==> config.mk <==
export PLATFORM = sky130hd
export DESIGN_NAME = fifo_stream_reader
export DESIGN_NICKNAME = d
export VERILOG_FILES = /design/src/rtl/fifo_stream_reader_pkg.sv /design/src/rtl/fifo_stream_reader.sv
export SDC_FILE = /design/constraint.sdc
export NUM_CORES = 1
export LEC_CHECK = 0
export CAP_MARGIN = 20
export CELL_PAD_IN_SITES_DETAIL_PLACEMENT = 1
export CELL_PAD_IN_SITES_GLOBAL_PLACEMENT = 1
export CORE_ASPECT_RATIO = 1.4
export CORE_UTILIZATION = 26
export DETAILED_ROUTE_END_ITERATION = 16
export HOLD_SLACK_MARGIN = 0.02
export PLACE_DENSITY = 0.7
export REMOVE_ABC_BUFFERS = 1
export SETUP_SLACK_MARGIN = 0.1
export SYNTH_ARGS = -nofsm -noshare
export SYNTH_HDL_FRONTEND = slang
export SYNTH_SLANG_ARGS = --single-unit
==> constraint.sdc <==
create_clock -name clk_i -period 1.3 [get_ports clk_i]
set_clock_uncertainty 0.05 [all_clocks]
set_input_delay 0.13 -clock clk_i [delete_from_list [all_inputs] [get_ports clk_i]]
set_output_delay 0.13 -clock clk_i [all_outputs]
set_load 0.005 [all_outputs]
==> src/rtl/fifo_stream_reader_pkg.sv <==
// fifo_stream_reader_pkg
//   Shared types and helpers for the FIFO packet stream reader.
//   state_t     : reader FSM state encoding
//   cnt_width() : width of the in-packet word counter for a given packet length
package fifo_stream_reader_pkg;

  typedef enum logic {
    IDLE   = 1'b0,
    STREAM = 1'b1
  } state_t;

  // At least one bit so PKT_LEN=1 still has a (constant-zero) counter.
  function automatic int cnt_width(input int pkt_len);
    int w;
    w = $clog2(pkt_len);
    return (w < 1) ? 1 : w;
  endfunction

endpackage

==> src/rtl/fifo_stream_reader.sv <==
// fifo_stream_reader
//   Read-side engine for a showahead single-clock FIFO. Waits until a whole
//   packet of PKT_LEN words is stored, then pops it and presents the words as
//   a framed valid/ready stream (sop/eop) through a registered output stage.
//
//   Optional build macro: FIFO_STREAM_READER_STATS_EN adds pkt_cnt_o, a
//   16-bit wrapping count of accepted end-of-packet words.
//
// Ports
//   clk_i         clock
//   arst_i        asynchronous active-high reset
//   enable_i      permits starting new packets (checked only in IDLE)
//   fifo_q_i      FIFO head word (showahead)
//   fifo_empty_i  FIFO empty
//   fifo_full_i   FIFO full (usedw reads 0 when full)
//   fifo_usedw_i  FIFO fill level
//   fifo_rdreq_o  pop request to the FIFO
//   data_o        stream data
//   valid_o       stream valid
//   ready_i       downstream ready
//   sop_o         first word of packet
//   eop_o         last word of packet
//   busy_o        packet in progress
//   pkt_cnt_o     accepted packet count (STATS build only)
//
// state  | meaning
// -------+--------------------------------------------------------------
// IDLE   | waiting for enable_i and a complete packet stored in the FIFO
// STREAM | popping the PKT_LEN words of the current packet
module fifo_stream_reader
  import fifo_stream_reader_pkg::*;
#(
  parameter int DWIDTH  = 16,
  parameter int AWIDTH  = 8,
  parameter int PKT_LEN = 4
) (
  input  logic              clk_i,
  input  logic              arst_i,
  input  logic              enable_i,
  input  logic [DWIDTH-1:0] fifo_q_i,
  input  logic              fifo_empty_i,
  input  logic              fifo_full_i,
  input  logic [AWIDTH-1:0] fifo_usedw_i,
  output logic              fifo_rdreq_o,
  output logic [DWIDTH-1:0] data_o,
  output logic              valid_o,
  input  logic              ready_i,
  output logic              sop_o,
  output logic              eop_o,
  output logic              busy_o
`ifdef FIFO_STREAM_READER_STATS_EN
  ,
  output logic [15:0]       pkt_cnt_o
`endif
);

  localparam int CW = cnt_width(PKT_LEN);
  localparam logic [CW-1:0] CNT_LAST = CW'(PKT_LEN - 1);
  // One extra bit so PKT_LEN = 2**AWIDTH is representable in the compare.
  localparam logic [AWIDTH:0] PKT_LEN_W = (AWIDTH + 1)'(PKT_LEN);

  state_t        state;
  logic [CW-1:0] cnt;
  logic          avail;

  // usedw wraps to 0 at full, so full alone also means a packet is stored.
  assign avail = fifo_full_i | ({1'b0, fifo_usedw_i} >= PKT_LEN_W);

  // Combinational from ready_i so the output register refills in the same
  // cycle it is drained: one word per clock with no bubble.
  assign fifo_rdreq_o = (state == STREAM) & ~fifo_empty_i & (~valid_o | ready_i);

  assign busy_o = (state == STREAM);

  always_ff @(posedge clk_i or posedge arst_i) begin
    if (arst_i) begin
      state   <= IDLE;
      cnt     <= '0;
      data_o  <= '0;
      valid_o <= 1'b0;
      sop_o   <= 1'b0;
      eop_o   <= 1'b0;
    end else begin
      if (fifo_rdreq_o) begin
        data_o  <= fifo_q_i;
        valid_o <= 1'b1;
        sop_o   <= (cnt == '0);
        eop_o   <= (cnt == CNT_LAST);
        cnt     <= (cnt == CNT_LAST) ? '0 : cnt + CW'(1);
      end else if (ready_i) begin
        valid_o <= 1'b0;
        sop_o   <= 1'b0;
        eop_o   <= 1'b0;
      end
      // Without a pop and with ready_i low, data/sop/eop simply hold.

      case (state)
        IDLE: begin
          if (enable_i && avail) begin
            state <= STREAM;
            cnt   <= '0;
          end
        end
        STREAM: begin
          if (fifo_rdreq_o && (cnt == CNT_LAST)) begin
            state <= IDLE;
          end
        end
        default: state <= IDLE;
      endcase
    end
  end

`ifdef FIFO_STREAM_READER_STATS_EN
  always_ff @(posedge clk_i or posedge arst_i) begin
    if (arst_i) begin
      pkt_cnt_o <= '0;
    end else if (valid_o && ready_i && eop_o) begin
      pkt_cnt_o <= pkt_cnt_o + 16'd1;
    end
  end
`endif

endmodule

==> results of run 1 <==
[final timing paths]
check / from / to / slack, ps / cells past startpoint
setup / recovery: cnt[1] / cnt[0] / -40 / 3
min in group clk_i: fifo_q_i[2] / data_o[2] / 430 / 2
setup reg to reg: cnt[1] / cnt[0] / -40 / 3
hold / removal: arst_i / eop_o / 200 / 3
max in group asynchronous: arst_i / data_o[5] / 770 / 3
hold reg to reg: data_o[12] / data_o[12] / 460 / 1
[synth_stat cells]
cell type	n	area share, %
a21o_1	1	0.78
a21oi_1	3	1.6
and2b_4	1	1.0
buf_6	1	1.2
dfrtp_1	22	57
ha_1	2	2.6
inv_1	3	1.2
inv_2	1	0.39
mux2_1	1	1.2
mux2_2	6	7.0
mux2_4	9	14
nand2_1	1	0.39
nand2_4	1	1.2
nand2b_1	4	2.6
nand2b_4	1	1.4
nand3_1	3	1.6
nor2b_1	1	0.65
nor3_1	1	0.52
nor4_1	1	0.65
o21ai_0	2	1.0
o21ai_1	2	1.0
or4_1	1	0.78
[logic make-up after synthesis]
kind of cell / Yosys count
and+or+nand+nor: 15
buffers and inverters: 5
muxes: 16
adders and majority gates: 2
AOI/OAI and AO/OA: 8
DFF: 22
[power by group]
group	internal, mW	switching (mW)
clock	0.270	0.216
sequential	0.990	0.176
combinational	0.950	0.477
[cell type report]
class / instances / area, um2
inverters: 4 / 15.0
clock buffers: 4 / 55.1
well taps: 40 / 50.0
multi-input cells: 41 / 425
fillers: 387 / 1760
repair buffers: 64 / 588
flip-flops and latches: 22 / 551
[tightest hold or removal path: stages]
cell and delay [ps]:
clkdlybuf4s50_1 410, inv_1 70, buf_4 280
[through the flow]
step	total power, mW	setup slack (ps)	instance area (um2)	instances	hold WS [ps]
finish	3.08	-39.5	1680	175	200
global route	3.27	-81.3	1680	175	264
CTS	3.01	-74.1	1640	175	212
detailed placement	2.66	-307	1590	169	435
global placement	2.59	-301	1590	169	429
floorplan	1.71	-22.7	951	67	69.2
[registers in the layout, summed over array words and instances (netlist names)]
signal	count
valid_o	1
cnt	2
data_o	16
eop_o	1
sop_o	1
busy_o	1
[cells in the final DEF, fill, tap and decap left out, types with 2 or more instances in the layout]
| master | netlist | routed |
|---|---|---|
| nand2b_1 | 4 | 4 |
| o21ai_1 | 2 | 2 |
| buf_4 | 0 | 13 |
| buf_6 | 1 | 3 |
| nand3_1 | 3 | 3 |
| dlygate4sd2_1 | 0 | 19 |
| dfrtp_1 | 22 | 22 |
| clkbuf_8 | 0 | 4 |
| o21ai_0 | 2 | 2 |
| clkdlybuf4s50_1 | 0 | 27 |
| a21oi_2 | 0 | 2 |
| mux2_4 | 9 | 16 |
| inv_1 | 3 | 3 |
[what timing repair did]
action                                  in CTS  in global routing
pin swaps                                    3                  2
gates cloned                                 0                  0
endpoints found under the setup margin      38                 20
setup buffers                                2                  0
gates resized for setup                     25                 17
[metal layers]
layer | GRT usage (%) | vias to the layer above | wire length (um)
met1 | 15.9 | 370 | 966
li1 | - | 366 | -
met4 | 5.26 | 0 | 0
met2 | 25.7 | 29 | 1430
met3 | 3.27 | 0 | 158
met5 | 0 | - | 0
==> impl_metrics.toml, run 1 <==
[worst_setup_path]
path_buf_inv = 0
cp_top_family = "simple AND/OR/NAND/NOR gates"
crit_type = "reg -> reg"
cp_slowest_cell = "or4_4"
critPathRequiredTime_ps = 1440
critPathMaxStageDelay_ps = 510
crit_path_start_kind = "flip-flop"
cp-end-kind = "flip-flop"
crit_fanout = 2
crit_chain = "ha_2 -> or4_4 -> a21oi_2"
cp.arrival_ps = 1480

[global_routing]
grtUsageTotal_pct = 14.3
antenna_found_initial = 0
grt_pass1_vias = 881
grt_pass1_wl_um = 4040
gr-total-overflow = 0
grt_max_degree = 23

[final_layout]
area_growth_pct = 75.0
layout-drive-gt1-share_pct = 34.1
fin_util_pct = 48.9
fin_nets = 168
diodes = 0

[logic_synthesis]
synth-compound-area-share_pct = 4.42
syn_inst = 68
synth_top_family_by_area = "multiplexers"
ys_seq_area_share_pct = 57.2
synthMuxAreaShare_pct = 22.2
syn-cell-area_um2 = 962
synth.avg_cell_area_um2 = 14.1
ys_warn_count = 0
synth_xor_area_share_pct = 0
synth_fa_ha_area_share_pct = 2.60
ys_ff_latch = 22
yosys.area_share.simple_pct = 10.8
ys_types = 22

[drt]
drt_iter0_markers = 6
num_vias = 765
drt_wl_total_um = 2560
ant_nets = 0
post_drt_wl_per_cell_um = 14.6
drtPass1Iterations = 2
route.detailed.drc = 0
routed_via_density = 4.37

[sta]
setup-violations-final = 1
worst_pin_slew_ps = 297
maxSlewViolCount = 0
setup_ws_ps = -39.5
fin_tns_setup_ps = -39.5
rsz0062_at_grt = "yes"
layout_worst_path_cycle_share_pct = 103
final_hold_viol_count = 0
max_clock_freq_mhz = 747
finalCriticalPeriod_ps = 1340
slew-limit-headroom_pct = 80.0

[floorplanning]
core_area_um2 = 3440
ios = 51
initial_core_util_pct = 28.0
fp.dieH_um = 74.0
die_w_um = 53.4
dieArea_um2 = 3950
core.rowCount = 25

[clocking]
cts_buffers = 3
cts_root_buf = "clkbuf_8"
worstSkewPairLatency_ps = 260
postCtsHoldBufs = 0
cts_tree = "yes"
clock-sinks = 22
htree_levels = 1
cts_buffer_depth = 2
clkTransAtPathRegs_ps = 80

[placement]
place.gp.congestion = 0.738
port_buffers = 48
dp_hpwl_um = 2080

[status]
status = "complete, but fails checks"
violations = "setup timing"

[power]
p_per_area_nw_per_um2 = 1830
ir_drop_uv = 928
power_leakage_nw = 0.819

[min_path]
hp-class = "in -> async"

[flow_run]
drv_cap = 0
Note: power is estimated with default switching activity, not from simulation.
==> run 2: changes to the inputs <==
CORE_MARGIN = 3   (was default)
HOLD_SLACK_MARGIN = default   (was 0.02)
==> impl_metrics.toml, run 2 (synthesized netlist as in run 1, its figures left out) <==
[status]
status = "complete, but fails checks"
violations = "setup timing"

[placement]
dp_hpwl_um = 1980
port_buffers = 48
place.gp.congestion = 0.704
postPlaceCellArea_um2 = 1600

[drt]
drt-met1-wl_um = 1030
wl_met2_um = 1530
routed_via_density = 4.51
num_vias = 811
post_drt_wl_per_cell_um = 15.2
ant_nets = 0
drtPass1Iterations = 4
met3WireLength_um = 176
drt_wl_total_um = 2740
drt_iter0_markers = 7
routed.top_layer = "met3"
route.detailed.drc = 0

[global_routing]
grtUsageTotal_pct = 12.2
gr-total-overflow = 0
grt_max_degree = 13
antenna_found_initial = 0
grt_pass1_wl_um = 4310
grt_pass1_vias = 950

[worst_setup_path]
cp_top_family = "simple AND/OR/NAND/NOR gates"
crit_path_start_kind = "flip-flop"
cp_slowest_cell = "or4_4"
crit_fanout = 2
reg2reg_to = "cnt[0]"
r2r_cells = 3
critPathRequiredTime_ps = 1440
cp-end-kind = "flip-flop"
crit_type = "reg -> reg"
crit_chain = "ha_2 -> or4_4 -> a21oi_2"
cp.arrival_ps = 1500
r2r_setup_slack_ps = -50
rr_startpoint = "cnt[1]"
critPathMaxStageDelay_ps = 510
path_buf_inv = 0

[min_path]
hp-class = "in -> async"

[clocking]
clock-sinks = 22
cts_buffers = 3
postCtsHoldBufs = 0
htree_levels = 1
cts_buffer_depth = 2
worstSkewPairLatency_ps = 260
cts_root_buf = "clkbuf_8"
cts_tree = "yes"
clkTransAtPathRegs_ps = 80

[floorplanning]
fp.dieH_um = 78.0
die_w_um = 57.4
initial_core_util_pct = 27.7
ios = 51
dieArea_um2 = 4480
core_area_um2 = 3470
core.rowCount = 25

[sta]
finalCriticalPeriod_ps = 1350
max_clock_freq_mhz = 738
fin_tns_setup_ps = -663
setup-violations-final = 18
worst_pin_slew_ps = 365
slew-limit-headroom_pct = 75.5
layout_worst_path_cycle_share_pct = 104
setup_ws_ps = -54.3
maxSlewViolCount = 0
final_hold_viol_count = 0
rsz0062_at_grt = "yes"

[final_layout]
num-fill-cells = 369
area_growth_pct = 89.7
diodes = 0
final_area_um2 = 1830
layout-drive-gt1-share_pct = 41.4
biggestRegsByFlops = "data_o (16), cnt (2)"
final_common_cell = "clkdlybuf4s50_1"
fin_nets = 173
regMostFlops = "data_o"
largest_reg_flops = 16
layout_common_cells = "clkdlybuf4s50_1 (26), dfrtp_1 (22), dlygate4sd2_1 (19)"

[flow_run]
drv_cap = 0

[power]
power_leakage_nw = 0.893
ir_drop_uv = 1030
p_per_area_nw_per_um2 = 1790
==> run 2: cell count changes in the layout (fill, tap and decap cells not counted), sizes merged <==
cell and delta:
clkbuf -1, clkdlybuf4s50 -1, buf +6, dlymetal6s2s +1
==> run 2: how the worst max path moves through the flow <==
stage	cells past startpoint	endpoint	from
after global routing	3	cnt[0]	cnt[0]
after global placement	5	fifo_rdreq_o	fifo_empty_i
after floorplan	3	cnt[0]	cnt[0]
after detailed placement	5	fifo_rdreq_o	fifo_empty_i
final	3	cnt[0]	cnt[1]
after CTS	3	cnt[0]	cnt[1]
==> run 2: worst reg2reg max path, stage by stage (launching register included) <==
cell and delay (ps):
dfrtp_1 400, ha_2 200, or4_4 510, a21oi_2 140
==> run 2: final cells by class <==
type,count,area (um2),share of cell area [%]
Inverter,4,17.5,0.960
Clock buffer,4,55.1,3.02
Sequential cell,22,551,30.2
Multi-Input combinational cell,41,477,26.1
Tap cell,40,50.0,2.74
Timing Repair Buffer,69,676,37.0
==> run 2: per-stage QoR <==
step	power (mW)	setup slack (ps)	hold slack, ps	util (%)	std cells
2_1_floorplan	1.71	-22.7	69.2	-	67
3_3_place_gp	2.61	-311	344	46.2	168
3_5_place_dp	2.66	-310	351	46.2	168
4_1_cts	3.18	-73.4	60.5	50.1	179
5_1_grt	3.49	-96.1	77.3	52.6	180
6_report	3.28	-54.3	59.1	52.6	180
==> run 2: repair_timing <==
item / 4_1_cts / 5_1_grt
endpoints found under the setup margin: 39 / 22
buffers inserted: 6 / 3
pin swaps: 4 / 4
gates resized for setup: 36 / 20
cloned: 1 / 0
==> run 2: power breakdown <==
group | total, mW | internal [mW] | switching (mW)
clock | 0.490 | 0.270 | 0.220
sequential | 1.17 | 0.990 | 0.176
combinational | 1.62 | 1.08 | 0.542
==> run 2: layer usage <==
layer	up-vias	track usage, %
met1	403	13.9
li1	377	-
met3	0	2.83
met5	-	0
met4	0	2.09
met2	31	22.9
==> edit 1 (settings of run 2) <==
Change the parameter `PKT_LEN` from 4 to 2.
--- a/src/rtl/fifo_stream_reader.sv
+++ b/src/rtl/fifo_stream_reader.sv
@@ -34,3 +34,3 @@
   parameter int AWIDTH  = 8,
-  parameter int PKT_LEN = 4
+  parameter int PKT_LEN = 2
 ) (
Behaviour: not the same (a bounded check fails within 4 cycles, from zero or initial values and one cycle with arst_i high).
==> edit 1 against run 2 <==
- the flow still finishes with violations (setup timing)
- sequential cell count decreased by 1
- synthesized area is 9.8% lower
- utilization down 2.2 points
- wire length fell by 3.4%
- critical path depth grew 1
- cell area decreased by 13%
- die area fell by 8.9%
- global-route usage grew 0.85 points
- setup slack got worse by 66 ps
- total power down 7.8%
- critical path type unchanged
- largest cell class unchanged
- largest power group unchanged
==> edit 1: results (changes against run 2) <==
.. list-table::
   :header-rows: 1

   * - Metric
     - Value
   * - Ranking of synthesized cells by area
     - sky130_fd_sc_hd__dfrtp_1 (61%), sky130_fd_sc_hd__mux2_2 (22%), sky130_fd_sc_hd__ha_1 (2.9%), sky130_fd_sc_hd__inv_1 (2.2%), sky130_fd_sc_hd__a21oi_4 (1.9%)
   * - Status
     - complete, but fails checks
   * - Number of distinct standard cells referenced by the synthesized netlist
     - 14 (-36%)
   * - Fraction of the mapped netlist area in compound gates
     - 5.04% (+0.62 points)
   * - Crit-path leading delay family
     - flip-flops
   * - Total track usage
     - 13.1% (+0.85 points)
   * - Sequential area share after synthesis
     - 60.5% (+3.3 points)
   * - Post-synthesis share of cell area spent on full adders, half adders and majority gates
     - 2.88% (+0.28 points)
   * - Most instantiated cells after synthesis
     - sky130_fd_sc_hd__dfrtp_1 (21), sky130_fd_sc_hd__mux2_2 (17), sky130_fd_sc_hd__inv_1 (5), sky130_fd_sc_hd__ha_1 (2), sky130_fd_sc_hd__o21ai_0 (2)
   * - Multiplexer fraction of the synthesized cell area
     - 23.3% (+1.1 points)
   * - Met2 demand-to-capacity share in global routing
     - 23.3% (+0.44 points)
   * - Number of setup violations in the final report
     - 21 (+3)
   * - Capture point of the worst reg-to-reg path
     - data_o[3]
   * - Initial detailed-routing violation count
     - 0 (-7)
   * - Register-to-Register Path Depth
     - 4 (+1)
   * - Global-route wire length before repair
     - 3750 um (-13%)
   * - Input/output buffers
     - 49 (+2.1%)
   * - HPWL Detailed
     - 1830 um (-7.9%)
   * - Maximum net fanout on the critical path
     - 6 (+4)
   * - Placer's final routability congestion estimate
     - 0.649 (-7.8%)
   * - WP data arrival
     - 1520 ps (+20 ps)
   * - Launch point of the worst reg-to-reg path
     - valid_o
   * - Crit path max-delay cell type
     - sky130_fd_sc_hd__dfrtp_1
   * - Setup tns final
     - -1950 ps (-1280 ps)
   * - Highest ir drop seen on vdd
     - 838 uV (-19%)
   * - Number of nets in the layout
     - 154 (-11%)
   * - DRT Pass-1 Iters
     - 1 (-3)
   * - Worst skew pair latency
     - 270 ps
   * - Clock transition time at the flip-flop clock pins of the worst setup and hold paths
     - 80 ps (about the same)
   * - H-tree lvl count
     - 1 (unchanged)
   * - Worst Hold Slack
     - 141 ps (+81.8 ps)
   * - Crit-path max cell delay
     - 400 ps (-110 ps)
   * - Final routed wire length divided by cell count
     - 16.6 um (+8.7%)
   * - Routing usage on met1
     - 13.8% (-0.12 points)
   * - Number of vias in the routed layout
     - 708 (-13%)
   * - Failing checks
     - setup timing
   * - Fraction of layout instances using a drive strength above 1
     - 37.2% (-4.2 points)
   * - Number of global-route vias before repair
     - 784 (-17%)
   * - Top register by number of flip-flops
     - data_o
   * - Met3 routing resource usage after global routing
     - 3.61% (+0.78 points)
   * - Least-Margin Pin Slew
     - 274 ps (-91.1 ps)
   * - Post-layout worst setup margin
     - -120 ps (-65.6 ps)
[edit 1: cell count changes in the layout (fill, tap and decap cells not counted), sizes merged, moves of 2 or more]
cell | run 2 | this run
buf | 23 | 15
nand2b | 5 | 1
nand3 | 3 | 0
a21oi | 3 | 1
mux2 | 16 | 18
nand2 | 2 | 0
[edit 1: area by class of cell]
cell class / instances / area (um2)
Multi-Input combinational cell: 29 / 379
Clock buffer: 3 / 41.3
Inverter: 5 / 18.8
Sequential cell: 21 / 526
Clock inverter: 1 / 5.00
Fill cell: 348 / 1560
Timing Repair Buffer: 62 / 571
Tap cell: 39 / 48.8
[edit 1: worst max-delay path by stage]
stage / startpoint / to / slack, ps / cells past startpoint
after floorplan: busy_o / data_o[0] / -110 / 3
after global placement: fifo_empty_i / eop_o / -270 / 6
after detailed placement: ready_i / data_o[12] / -330 / 5
after CTS: busy_o / data_o[12] / -90 / 5
after global routing: valid_o / data_o[5] / -170 / 4
final: valid_o / data_o[3] / -120 / 4
[edit 1: logic make-up after synthesis]
family,count (synthesis)
buf+inv,6
flops,21
simple gates,4
compound gates,5
fa+ha+maj,2
mux,18
[edit 1: what timing repair did]
item | in CTS | in global routing
resized for setup | 39 | 11
cloned | 0 | 1
setup buffers | 6 | 1
pin swaps | 2 | 0
endpoints found under the setup margin | 41 | 23
[edit 1: layer usage]
metal / share of wire [%] / wire (um)
met1: 36 / 962
met3: 10 / 266
met2: 52 / 1380
met4: 1.5 / 41
met5: 0 / 0
[edit 1: worst register-to-register path, stage by stage, from the launching register on]
cell and delay (ps):
sky130_fd_sc_hd__dfrtp_1 400, sky130_fd_sc_hd__buf_6 130, sky130_fd_sc_hd__a21oi_4 220, sky130_fd_sc_hd__buf_6 200, sky130_fd_sc_hd__mux2_4 310
[edit 1: power by group]
part	total, mW	internal (mW)	switching, mW
Sequential	1.13	0.965	0.168
Combinational	1.45	0.951	0.497
Clock	0.441	0.214	0.227
[edit 1: through the flow]
stage | cell area, um2 | utilization [%] | std cells | setup slack, ps
3_3_place_gp | 1450 | 46.0 | 150 | -270
4_1_cts | 1560 | 49.4 | 160 | -89.3
3_5_place_dp | 1450 | 46.0 | 150 | -331
2_1_floorplan | 857 | - | 55 | -106
5_1_grt | 1590 | 50.4 | 160 | -165
6_report | 1590 | 50.4 | 160 | -120
==> edit 2 (flow settings as in run 2) <==
Without the edit above. Add a define of `FIFO_STREAM_READER_STATS_EN`.
--- a/src/rtl/fifo_stream_reader.sv
+++ b/src/rtl/fifo_stream_reader.sv
@@ -29,2 +29,4 @@
 // STREAM | popping the PKT_LEN words of the current packet
+`define FIFO_STREAM_READER_STATS_EN
+
 module fifo_stream_reader
Check against the original RTL (old outputs only; new: pkt_cnt_o): equivalent (equiv_simple and equiv_induct, registers matched by name and starting in step).
==> edit 2 against run 2 <==
- the flow still finishes with violations (setup timing)
- synthesized area rose by 67%
- sequential cell count grew 16
- setup slack worse by 9.4 ps
- sequential power rose by 44%
- first-iteration DRC count rose to 6.6 times the old value
- wire length up 88%
- hold slack better by 80 ps
- total power increased by 30%
- critical path depth rose by 2
- cell area increased by 67%
- largest cell class unchanged
- largest power group is now registers
- highest routed layer is now met4
==> edit 2: results (changes against run 2) <==
.. list-table::
   :header-rows: 1

   * - Metric
     - Value
   * - Status
     - complete, but fails checks
   * - Failing checks
     - setup timing
   * - Maximum net fanout on the critical path
     - 3 (+1)
   * - Post-layout worst setup margin
     - -63.6 ps (-9.36 ps)
   * - Number of setup violations in the final report
     - 19 (+1)
   * - Leakage Power
     - 1.55 nW (+74%)
   * - Total track usage
     - 15.3% (+3.0 points)
   * - Number of buffers created by CTS
     - 5 (+2)
   * - Fraction of layout instances using a drive strength above 1
     - 37.8% (-3.6 points)
   * - Met3 WL
     - 223 um (+27%)
   * - Most instantiated cells after synthesis
     - sky130_fd_sc_hd__nand2_1 (58), sky130_fd_sc_hd__dfrtp_1 (38), sky130_fd_sc_hd__xnor2_1 (13), sky130_fd_sc_hd__nand3_1 (12), sky130_fd_sc_hd__inv_1 (5)
   * - Combinational share of power
     - 37.9% (-12 points)
   * - Initial detailed-routing violation count
     - 46 (+39)
   * - Crit path max-delay cell type
     - sky130_fd_sc_hd__dfrtp_1
   * - Internal power
     - 2.98 mW (+28%)
   * - Fraction of the mapped netlist area in compound gates
     - 1.09% (-3.3 points)
   * - Largest registers
     - data_o x16, pkt_cnt_o x16, cnt x2
   * - Post-synthesis share of cell area spent on xor and xnor gates
     - 8.18% (+8.2 points)
   * - Number of nets in the layout
     - 315 (+82%)
   * - Met3 routing resource usage after global routing
     - 3.47% (+0.64 points)
   * - Average vias per placed instance
     - 4.46 (-1.1%)
   * - Highest ir drop seen on vdd
     - 740 uV (-28%)
   * - Number of gates given a new drive strength after cts
     - 106 (+190%)
   * - Cell count after synthesis
     - 160 (+140%)
   * - Input/output buffers
     - 64 (+33%)
   * - Uppermost layer routed
     - met4
   * - Met2 demand-to-capacity share in global routing
     - 29.8% (+6.9 points)
   * - HPWL Detailed
     - 3300 um (+66%)
   * - Flop pwr share
     - 39.7% (+4.1 points)
   * - Setup WS pre-CTS
     - -370 ps (-60.0 ps)
   * - Routed metal-1 wirelength
     - 1900 um (+84%)
   * - Count of buffers added by post-CTS timing repair for setup
     - 31 (+25)
   * - Placer's final routability congestion estimate
     - 0.702 (-0.21%)
==> edit 2: changes by cell type after synthesis, moves of 3 or more <==
| cell | delta |
|---|---|
| sky130_fd_sc_hd__nand2_1 | +57 |
| sky130_fd_sc_hd__dfrtp_1 | +16 |
| sky130_fd_sc_hd__xnor2_1 | +13 |
| sky130_fd_sc_hd__mux2_4 | -9 |
| sky130_fd_sc_hd__nand3_1 | +9 |
| sky130_fd_sc_hd__mux2_2 | -5 |
| sky130_fd_sc_hd__nand4_1 | +4 |
| sky130_fd_sc_hd__and3_1 | +3 |
| sky130_fd_sc_hd__and4_1 | +3 |
| sky130_fd_sc_hd__clkbuf_1 | +3 |
==> edit 2: final timing paths <==
path | slack (ps) | end | start | cells after the start
min in group clk_i | 320 | data_o[14] | fifo_q_i[14] | 3
max in group asynchronous | 860 | cnt[0] | arst_i | 3
worst min register to register | 420 | pkt_cnt_o[15] | pkt_cnt_o[15] | 1
worst min-delay path | 140 | pkt_cnt_o[11] | arst_i | 3
worst max register to register | -60 | pkt_cnt_o[7] | pkt_cnt_o[1] | 5
worst max-delay path | -60 | pkt_cnt_o[7] | pkt_cnt_o[1] | 5
==> edit 2: through the flow <==
step / hold slack (ps) / utilization (%) / power (mW)
4_1_cts: 146 / 50.2 / 4.20
3_5_place_dp: 412 / 42.0 / 3.13
6_report: 139 / 51.5 / 4.26
5_1_grt: 178 / 51.5 / 4.58
3_3_place_gp: 408 / 42.0 / 3.09
2_1_floorplan: 185 / - / 2.13
==> edit 2: area by class of cell <==
type / count / area [um2]
Fill cell: 681 / 2860
Sequential cell: 38 / 951
Multi-Input combinational cell: 113 / 783
Inverter: 5 / 18.8
Timing Repair Buffer: 119 / 1090
Tap cell: 70 / 87.6
Clock buffer: 8 / 110
